===== config.mk =====
export PLATFORM = sky130hd
export DESIGN_NAME = mpa_mips_regf_mp
export DESIGN_NICKNAME = d
export VERILOG_FILES = /design/src/rtl/mpa_regf_pkg.sv /design/src/rtl/mpa_regf_rd_port.sv /design/src/rtl/mpa_mips_regf_mp.sv
export SDC_FILE = /design/constraint.sdc
export NUM_CORES = 2
export LEC_CHECK = 0
export CORE_ASPECT_RATIO = 1.2
export CORE_UTILIZATION = 55
export DETAILED_ROUTE_END_ITERATION = 7
export DONT_BUFFER_PORTS = 1
export PLACE_DENSITY = 0.72
export SLEW_MARGIN = 30
export SYNTH_ARGS = -nofsm -noshare
export SYNTH_HDL_FRONTEND = slang
export SYNTH_HIERARCHICAL = 1
export SYNTH_SLANG_ARGS = --single-unit

===== constraint.sdc =====
create_clock -name CLK -period 2.3 [get_ports CLK]
set_input_delay 0.115 -clock CLK [delete_from_list [all_inputs] [get_ports CLK]]
set_output_delay 0.115 -clock CLK [all_outputs]
set_load 0.02 [all_outputs]

===== src/rtl/mpa_regf_pkg.sv =====
// Shared constants for the MPA MIPS multi-port register file.
// Default sizes, zero-register address, illegal-write counter width, ABI register names.
package mpa_regf_pkg;
  localparam int DEF_DATA_W = 32;
  localparam int DEF_ADDR_W = 5;
  localparam int DEF_NUM_RD = 2;
  localparam int DEF_NUM_WR = 1;
  localparam int REG_ZERO   = 0;
  localparam int R0_CNT_W   = 8;

  localparam logic [4:0] ZERO = 5'd0,  AT = 5'd1,  V0 = 5'd2,  V1 = 5'd3;
  localparam logic [4:0] A0   = 5'd4,  A1 = 5'd5,  A2 = 5'd6,  A3 = 5'd7;
  localparam logic [4:0] T0   = 5'd8,  T1 = 5'd9,  T2 = 5'd10, T3 = 5'd11;
  localparam logic [4:0] T4   = 5'd12, T5 = 5'd13, T6 = 5'd14, T7 = 5'd15;
  localparam logic [4:0] S0   = 5'd16, S1 = 5'd17, S2 = 5'd18, S3 = 5'd19;
  localparam logic [4:0] S4   = 5'd20, S5 = 5'd21, S6 = 5'd22, S7 = 5'd23;
  localparam logic [4:0] T8   = 5'd24, T9 = 5'd25, K0 = 5'd26, K1 = 5'd27;
  localparam logic [4:0] GP   = 5'd28, SP = 5'd29, FP = 5'd30, RA = 5'd31;
endpackage


===== src/rtl/mpa_regf_rd_port.sv =====
// One combinational read port: decode, zero forcing, pending lookup, and
// (with MPA_REGF_BYPASS_EN) same-cycle write bypass.
module mpa_regf_rd_port import mpa_regf_pkg::*; #(
`ifdef MPA_REGF_BYPASS_EN
  parameter int NUM_WR = DEF_NUM_WR,
`endif
  parameter int DATA_W = DEF_DATA_W,
  parameter int ADDR_W = DEF_ADDR_W
) (
  input  logic [ADDR_W-1:0]                  ra,
  input  logic [2**ADDR_W-1:0][DATA_W-1:0]   regs,
  input  logic [2**ADDR_W-1:0]               pend,
`ifdef MPA_REGF_BYPASS_EN
  input  logic [NUM_WR-1:0]                  we,
  input  logic [NUM_WR-1:0][ADDR_W-1:0]      wa,
  input  logic [NUM_WR-1:0][DATA_W-1:0]      wd,
  input  logic                               sb_set,
  input  logic [ADDR_W-1:0]                  sb_a,
`endif
  output logic [DATA_W-1:0]                  rd,
  output logic                               rd_pend
);
  logic is_zero;
  assign is_zero = (ra == ADDR_W'(REG_ZERO));

`ifdef MPA_REGF_BYPASS_EN
  logic              hit;
  logic [DATA_W-1:0] byp;

  // Ascending scan so the highest-indexed matching write port wins.
  always_comb begin
    hit = 1'b0;
    byp = '0;
    for (int w = 0; w < NUM_WR; w++)
      if (we[w] && wa[w] == ra) begin
        hit = 1'b1;
        byp = wd[w];
      end
    rd      = hit ? byp : regs[ra];
    rd_pend = hit ? (sb_set && sb_a == ra) : pend[ra];
    if (is_zero) begin
      rd      = '0;
      rd_pend = 1'b0;
    end
  end
`else
  assign rd      = is_zero ? '0 : regs[ra];
  assign rd_pend = !is_zero && pend[ra];
`endif
endmodule


===== src/rtl/mpa_mips_regf_mp.sv =====
// Multi-port MIPS GPR file with pending scoreboard, write-collision flag and
// saturating r0-write counter. Optional macro: MPA_REGF_BYPASS_EN.
module mpa_mips_regf_mp import mpa_regf_pkg::*; #(
  parameter int DATA_W = DEF_DATA_W,
  parameter int ADDR_W = DEF_ADDR_W,
  parameter int NUM_RD = DEF_NUM_RD,
  parameter int NUM_WR = DEF_NUM_WR
) (
  input  logic                       CLK,
  input  logic                       HW_RSTn,
  input  logic [NUM_RD*ADDR_W-1:0]   RA,
  output logic [NUM_RD*DATA_W-1:0]   RD,
  output logic [NUM_RD-1:0]          RD_PEND,
  input  logic [NUM_WR-1:0]          WE,
  input  logic [NUM_WR*ADDR_W-1:0]   WA,
  input  logic [NUM_WR*DATA_W-1:0]   WD,
  input  logic                       SB_SET,
  input  logic [ADDR_W-1:0]          SB_A,
  output logic                       WR_COLL,
  output logic [R0_CNT_W-1:0]        R0_WR_CNT,
  input  logic                       R0_CNT_CLR
);
  localparam int DEPTH = 2**ADDR_W;

  logic [DEPTH-1:0][DATA_W-1:0]   regs;
  logic [DEPTH-1:0]               pend;
  logic [NUM_WR-1:0][ADDR_W-1:0]  wa;
  logic [NUM_WR-1:0][DATA_W-1:0]  wd;
  logic                           coll;
  logic [2:0]                     n0;
  logic [R0_CNT_W:0]              cnt_sum;
  logic [R0_CNT_W-1:0]            cnt_nxt;

  assign wa = WA;
  assign wd = WD;

  always_comb begin
    coll = 1'b0;
    n0   = '0;
    for (int i = 0; i < NUM_WR; i++) begin
      if (WE[i] && wa[i] == '0) n0 = n0 + 3'd1;
      for (int j = i + 1; j < NUM_WR; j++)
        if (WE[i] && WE[j] && wa[i] == wa[j] && wa[i] != '0) coll = 1'b1;
    end
  end

  assign cnt_sum = {1'b0, R0_WR_CNT} + {{(R0_CNT_W-2){1'b0}}, n0};
  assign cnt_nxt = cnt_sum[R0_CNT_W] ? '1 : cnt_sum[R0_CNT_W-1:0];

  // Later ports overwrite earlier ones; a scoreboard set lands after the
  // write-clears so a new producer supersedes a same-cycle writeback.
  always_ff @(posedge CLK or negedge HW_RSTn) begin
    if (!HW_RSTn) begin
      regs      <= '0;
      pend      <= '0;
      WR_COLL   <= 1'b0;
      R0_WR_CNT <= '0;
    end else begin
      for (int w = 0; w < NUM_WR; w++)
        if (WE[w] && wa[w] != '0) begin
          regs[wa[w]] <= wd[w];
          pend[wa[w]] <= 1'b0;
        end
      if (SB_SET && SB_A != '0) pend[SB_A] <= 1'b1;
      WR_COLL   <= coll;
      R0_WR_CNT <= R0_CNT_CLR ? '0 : cnt_nxt;
    end
  end

  for (genvar p = 0; p < NUM_RD; p++) begin : g_rd
    mpa_regf_rd_port #(
`ifdef MPA_REGF_BYPASS_EN
      .NUM_WR (NUM_WR),
`endif
      .DATA_W (DATA_W),
      .ADDR_W (ADDR_W)
    ) u_rd (
      .ra      (RA[p*ADDR_W +: ADDR_W]),
      .regs    (regs),
      .pend    (pend),
`ifdef MPA_REGF_BYPASS_EN
      .we      (WE),
      .wa      (wa),
      .wd      (wd),
      .sb_set  (SB_SET),
      .sb_a    (SB_A),
`endif
      .rd      (RD[p*DATA_W +: DATA_W]),
      .rd_pend (RD_PEND[p])
    );
  end
endmodule


### Word level (Yosys, flattened, before mapping)

Index checks and enable logic that the tools add are counted.

| storage, ports and cells | value |
|---|---|
| word-level logic and storage cells | 80 |
| input port bits | 57 |
| ROM bits | 0 |
| bits in latches | 0 |
| memories kept | 0 |
| flip-flop bits (word level) | 1064 |
| output and inout bits | 75 |
| RAM bits | 0 |

| operators by class | value |
|---|---|
| mux-type cells | 22 |
| multiply operators | 0 |
| shifts and indexed selects | 0 |
| add/sub/neg operators | 1 |
| order comparisons | 6 |
| div/mod/pow operators | 0 |
| reductions and logical operators | 14 |
| bitwise logic cells | 3 |
| equal/unequal tests | 0 |

Operators by type and width:

| operator | number |
|---|---|
| bitwise mux 1024 bit | 1 |
| binary-select mux 32 bit (select 5 bit) | 2 |
| 2-to-1 mux 32 bit | 7 |
| demux 32 bit (select 5 bit) | 1 |
| AND 32 bit | 1 |
| NOT 32 bit | 1 |
| bitwise OR 32 bit | 1 |
| less-than comparator 5 x 6 -> 1 bit, second input constant | 4 |
| 2-to-1 mux 8 bit | 2 |
| logical NOT 5 bit | 3 |
| binary-select mux 1 bit (select 5 bit) | 2 |
| demux 1 bit (select 5 bit) | 2 |
| >= comparator 5 x 1 -> 1 bit, second input constant | 2 |
| nonzero test 5 bit | 2 |
| adder 8 x 3 -> 9 bit | 1 |
| logical AND 1 bit | 7 |
| 2-to-1 mux 1 bit | 5 |
| logical NOT 1 bit | 2 |

### Logic depth before layout (Yosys ltp)

| logic depth | value |
|---|---|
| depth after elaboration | 9 |
| gate-level depth with buffers | 9 |

### Cells and area by module

Netlist, hierarchy kept.

Modules (own cells, without submodules):

| module | area each (um^2) | cells each | instances |
|---|---|---|---|
| mpa_mips_regf_mp | 39676.8 | 2444 | 1 |
| mpa_regf_rd_port | 8749.6 | 684 | 2 |

### Worst setup path before layout

OpenSTA, ideal clock, no wires.

| timing | value |
|---|---|
| path type | input to register |
| from | input port WA[2] |
| to | register R0_WR_CNT[3] |
| stages | 8 |
| setup time | 0.086 ns |
| arrival time | 1.720 ns |
| path slack | 0.494 ns |
| buffers on the path | 1 |
| cell sequence | nor4b_2 and2_1 ha_1 ha_1 and4_1 clkbuf_1 a21oi_1 nor3_1 |

| between the ends | value |
|---|---|
| longest elaborated chain between the ends | 6 |

RTL lines:

| what | RTL line | text |
|---|---|---|
| from (decl) | mpa_mips_regf_mp.sv:15 | `input logic [NUM_WR*ADDR_W-1:0] WA,` |
| logical NOT 5 bit | mpa_mips_regf_mp.sv:41 | `if (WE[i] && wa[i] == '0) n0 = n0 + 3'd1;` |
| logical AND 1 bit | mpa_mips_regf_mp.sv:41 |  |
| 2-to-1 mux 1 bit | mpa_mips_regf_mp.sv:41 |  |
| adder 8 x 3 -> 9 bit | mpa_mips_regf_mp.sv:47 | `assign cnt_sum = {1'b0, R0_WR_CNT} + {{(R0_CNT_W-2){1'b0}}, n0};` |
| 2-to-1 mux 8 bit | mpa_mips_regf_mp.sv:48 | `assign cnt_nxt = cnt_sum[R0_CNT_W] ? '1 : cnt_sum[R0_CNT_W-1:0];` |
| 2-to-1 mux 8 bit | mpa_mips_regf_mp.sv:66 | `R0_WR_CNT <= R0_CNT_CLR ? '0 : cnt_nxt;` |
| to (signal assigned) | mpa_mips_regf_mp.sv:66 |  |
| to (decl) | mpa_mips_regf_mp.sv:20 | `output logic [R0_CNT_W-1:0] R0_WR_CNT,` |

Every way passes these cells.
A chain may end at the register's enable or synchronous reset.

### Final worst setup path

| timing | value |
|---|---|
| from | register regs[495] (netlist name) |
| to | output port RD[15] |

| between the ends | value |
|---|---|
| longest elaborated chain between the ends | 3 |

RTL lines:

| what | RTL line | text |
|---|---|---|
| from (decl) | mpa_mips_regf_mp.sv:25 | `logic [DEPTH-1:0][DATA_W-1:0] regs;` |
| from (signal, indexed assignment) | mpa_mips_regf_mp.sv:61 | `regs[wa[w]] <= wd[w];` |
| binary-select mux 32 bit (select 5 bit) | mpa_regf_rd_port.sv:47 | `assign rd = is_zero ? '0 : regs[ra];` |
| 2-to-1 mux 32 bit (implied by the code) | mpa_regf_rd_port.sv:47 |  |
| 2-to-1 mux 32 bit | mpa_regf_rd_port.sv:47 |  |
| to (decl) | mpa_mips_regf_mp.sv:12 | `output logic [NUM_RD*DATA_W-1:0] RD,` |

Every way passes these cells. The select of a mux whose other input is x is not followed.

==> results_dict.tcl <==
set metrics [dict create \
    status "complete, but fails checks" \
    failed_checks "negative hold slack, negative setup slack" \
    worst_pin_slew_ns 1.08 \
    fin_ws_ns -0.141 \
    fillCellCount 7467 \
    drv_cap 0 \
    ctsLongestPathBuffers 3 \
    min_period_ns 2.44 \
    synth_top_area_cell "dfrtp_1" \
    row_count 129 \
    fin_cells 5202 \
    die_area_mm2 0.105 \
    cp-end-kind "output pin" \
    die-width_um 296 \
    ys_warn_count 6 \
    crit_end "RD[15]" \
    fin_util_pct 62.8 \
    relSlewSlack_pct 27.8 \
    wl_per_cell_um 33.7 \
    insertion_delay_ns 0.68 \
    synth-seq-cells 1064 \
    drv_slew 0 \
    r2r-start "R0_WR_CNT[0]" \
    seq_area_frac_synth_pct 46.6 \
    tns_ns -4.74 \
    dp_cells 4923 \
    routabilityCongestion 0.808 \
    skew_ns 0.000950 \
    hold_class "in -> async" \
    numPortBuffers 0 \
    vias_per_cell 7.09 \
    startpoint_type "flip-flop" \
    hold_ws_ns -0.371 \
    grt_max_degree 1065 \
    start_util_pct 55.4 \
    cts_buffers 112 \
    cts_root_buf "clkbuf_16" \
    cp_max_fo 3 \
    arrival_ns 2.33 \
    dpl_worst_slack_ns 0.135 \
    cts.sinks 1064 \
    grt_overflow 0 \
    areaGrowthSynthToFinish_pct 13.2 \
    nets 3791 \
    first_iter_violations 3485 \
    power_density_mw_per_mm2 861 \
    synth.area.top_cells "dfrtp_1, mux2_2, mux4_2" \
    synth.distinct_cells 58 \
    max_freq_ghz 0.410 \
    die_y_um 355 \
    firstDrtPassIters 6 \
    h-tree-depth 3 \
    setup-violations-final 66 \
    crit_path_start "regs[495]" \
    core_area_mm2 0.103 \
    drt_wl_total_um 175000 \
    required_ns 2.18 \
    antenna_left 0 \
    grt_usage_pct 33.6 \
    final_area_mm2 0.0647 \
    async_reset_ff_share_pct 100 \
    drc 0 \
    avgSynthCellArea_um2 15.0 \
    period_share_pct 106 \
    dpl-instance-area_mm2 0.0586 \
    worstSetupPathType "reg -> out" \
    syn-cell-area_mm2 0.0572 \
    synth_fp_nets 3871 \
    drive_above_1_share_pct 57.5 \
    via_count 36900 \
    rsz0062_at_grt "true" \
    synthFlopType "dfrtp_1" \
    total_power_mw 55.7 \
    finalHoldViolations 428 \
    peakVddDrop_uv 907 \
    synth_edf_count 0 \
    synth_cells 3812 \
    io_pins 132 \
    antenna_found_initial 1 \
    r2r_slack_ns 0.49 \
    leakage_nw 27.5 \
    rr_worst_depth 5 \
    grt_pass1_wl_um 257000 \
    r2r-end "R0_WR_CNT[3]" \
    yosysTopAreaCellShare_pct 46.6 \
    cts_tree "done" \
    path_clk_slew_ns 0.06 \
    grt_pass1_vias 37900 \
    hpwl_um 89800 \
]
## sequential cells by signal (all words and copies together) (netlist names)
| signal | cells |
|---|---|
| R0_WR_CNT | 8 |
| pend | 32 |
| regs | 1024 |
## final cells by class
type / instances / area, um^2 / area share (%)
multi-input combinational: 2289 / 29600 / 45.8
sequential: 1064 / 26600 / 41.1
clock buffer: 167 / 3380 / 5.22
timing repair buffer: 255 / 2730 / 4.22
tap: 1375 / 1720 / 2.66
clock inverter: 41 / 613 / 0.947
inverter: 10 / 42.5 / 0.0657
antenna: 1 / 2.50 / 0.00387
## what timing repair did
item	4_1_cts	5_1_grt
hold buffers	56	5
resized for setup	317	78
hold endpoints to repair	2095	500
setup buffers	8	9
pin swaps	42	34
endpoints found under the setup margin	66	68
## critical path: stages, from the launching register on
cell      delay (ns)
dfrtp_1         0.40
mux4_2          0.47
mux2_4          0.30
o21ai_2         0.11
a311oi_1        0.05
buf_4           0.18
buf_6           0.13
## report_power, final
group          internal, mW  switching, mW
Clock                  11.8           7.78
Sequential             22.3           2.55
Combinational          7.06           4.25
Total                  41.1           14.6
## synth_stat cells, drive strengths merged, types with 4 or more instances
cell type,instances
a211oi,66
nand2,49
nand3b,6
a31oi,4
a22o,11
a221oi,50
a22oi,66
nor3,7
nor2b,74
nand2b,4
mux2i,132
dfrtp,1064
and3,6
and2,5
buf,253
nor2,22
nor3b,4
nand3,4
mux4,462
o21ai,138
a21oi,5
o22ai,4
mux2,1058
a311oi,67
o2111ai,16
clkbuf,196
inv,10
## how the worst min path moves through the flow
stage / from / end / slack, ns
2_1_floorplan: HW_RSTn / R0_WR_CNT[0] / -0.18
5_1_grt: HW_RSTn / regs[824] / -0.26
3_3_place_gp: HW_RSTn / regs[90] / -0.12
3_5_place_dp: HW_RSTn / regs[26] / -0.13
6_report: HW_RSTn / regs[184] / -0.37
4_1_cts: HW_RSTn / regs[26] / -0.86
## logic make-up (layout without fill, tap and decap cells)
group                      count (synthesis)  count (layout)  synth area share, %
other                                      1               2              0.00656
AOI/OAI and AO/OA                        430             430                 5.39
muxes                                   1652            1652                 41.6
adders and majority gates                  2               2               0.0438
buffers and inverters                    459             473                 4.34
DFF                                     1064            1064                 46.6
xor gates and xnor gates                   1               1               0.0153
and+or+nand+nor                          203             203                 2.05
## layout by cell type, fill, tap and decap left out, types with 11 or more instances in the layout
cell              n
o2111ai_1        16
dlygate4sd3_1    25
a22oi_1          50
clkbuf_8         35
buf_6            16
a311oi_4         13
clkinv_2         19
o21ai_4          12
clkbuf_16       113
a22o_1           11
nor2_4           11
a22oi_2          16
nor2b_1          60
mux2_1           11
mux4_2          460
mux2_4           48
a211oi_2         60
mux2i_1         131
buf_12           44
clkbuf_1         19
mux2_2          999
a221oi_1         37
dfrtp_1        1064
o21ai_2          50
buf_4           128
o21ai_1          50
a311oi_2         46
nand2_1          39
o21ai_0          26
buf_2            31
bufinv_16        15
buf_16           11
a221oi_2         13
## routing by layer
| metal | global-route usage (%) | wire length, um | vias up |
|---|---|---|---|
| li1 | - | - | 14700 |
| met1 | 44.6 | 67000 | 20000 |
| met2 | 54.3 | 85600 | 1745 |
| met3 | 5.27 | 13100 | 487 |
| met4 | 16.3 | 9470 | 0 |
| met5 | 0 | 0 | - |
Note: power is estimated with default switching activity, not from simulation.
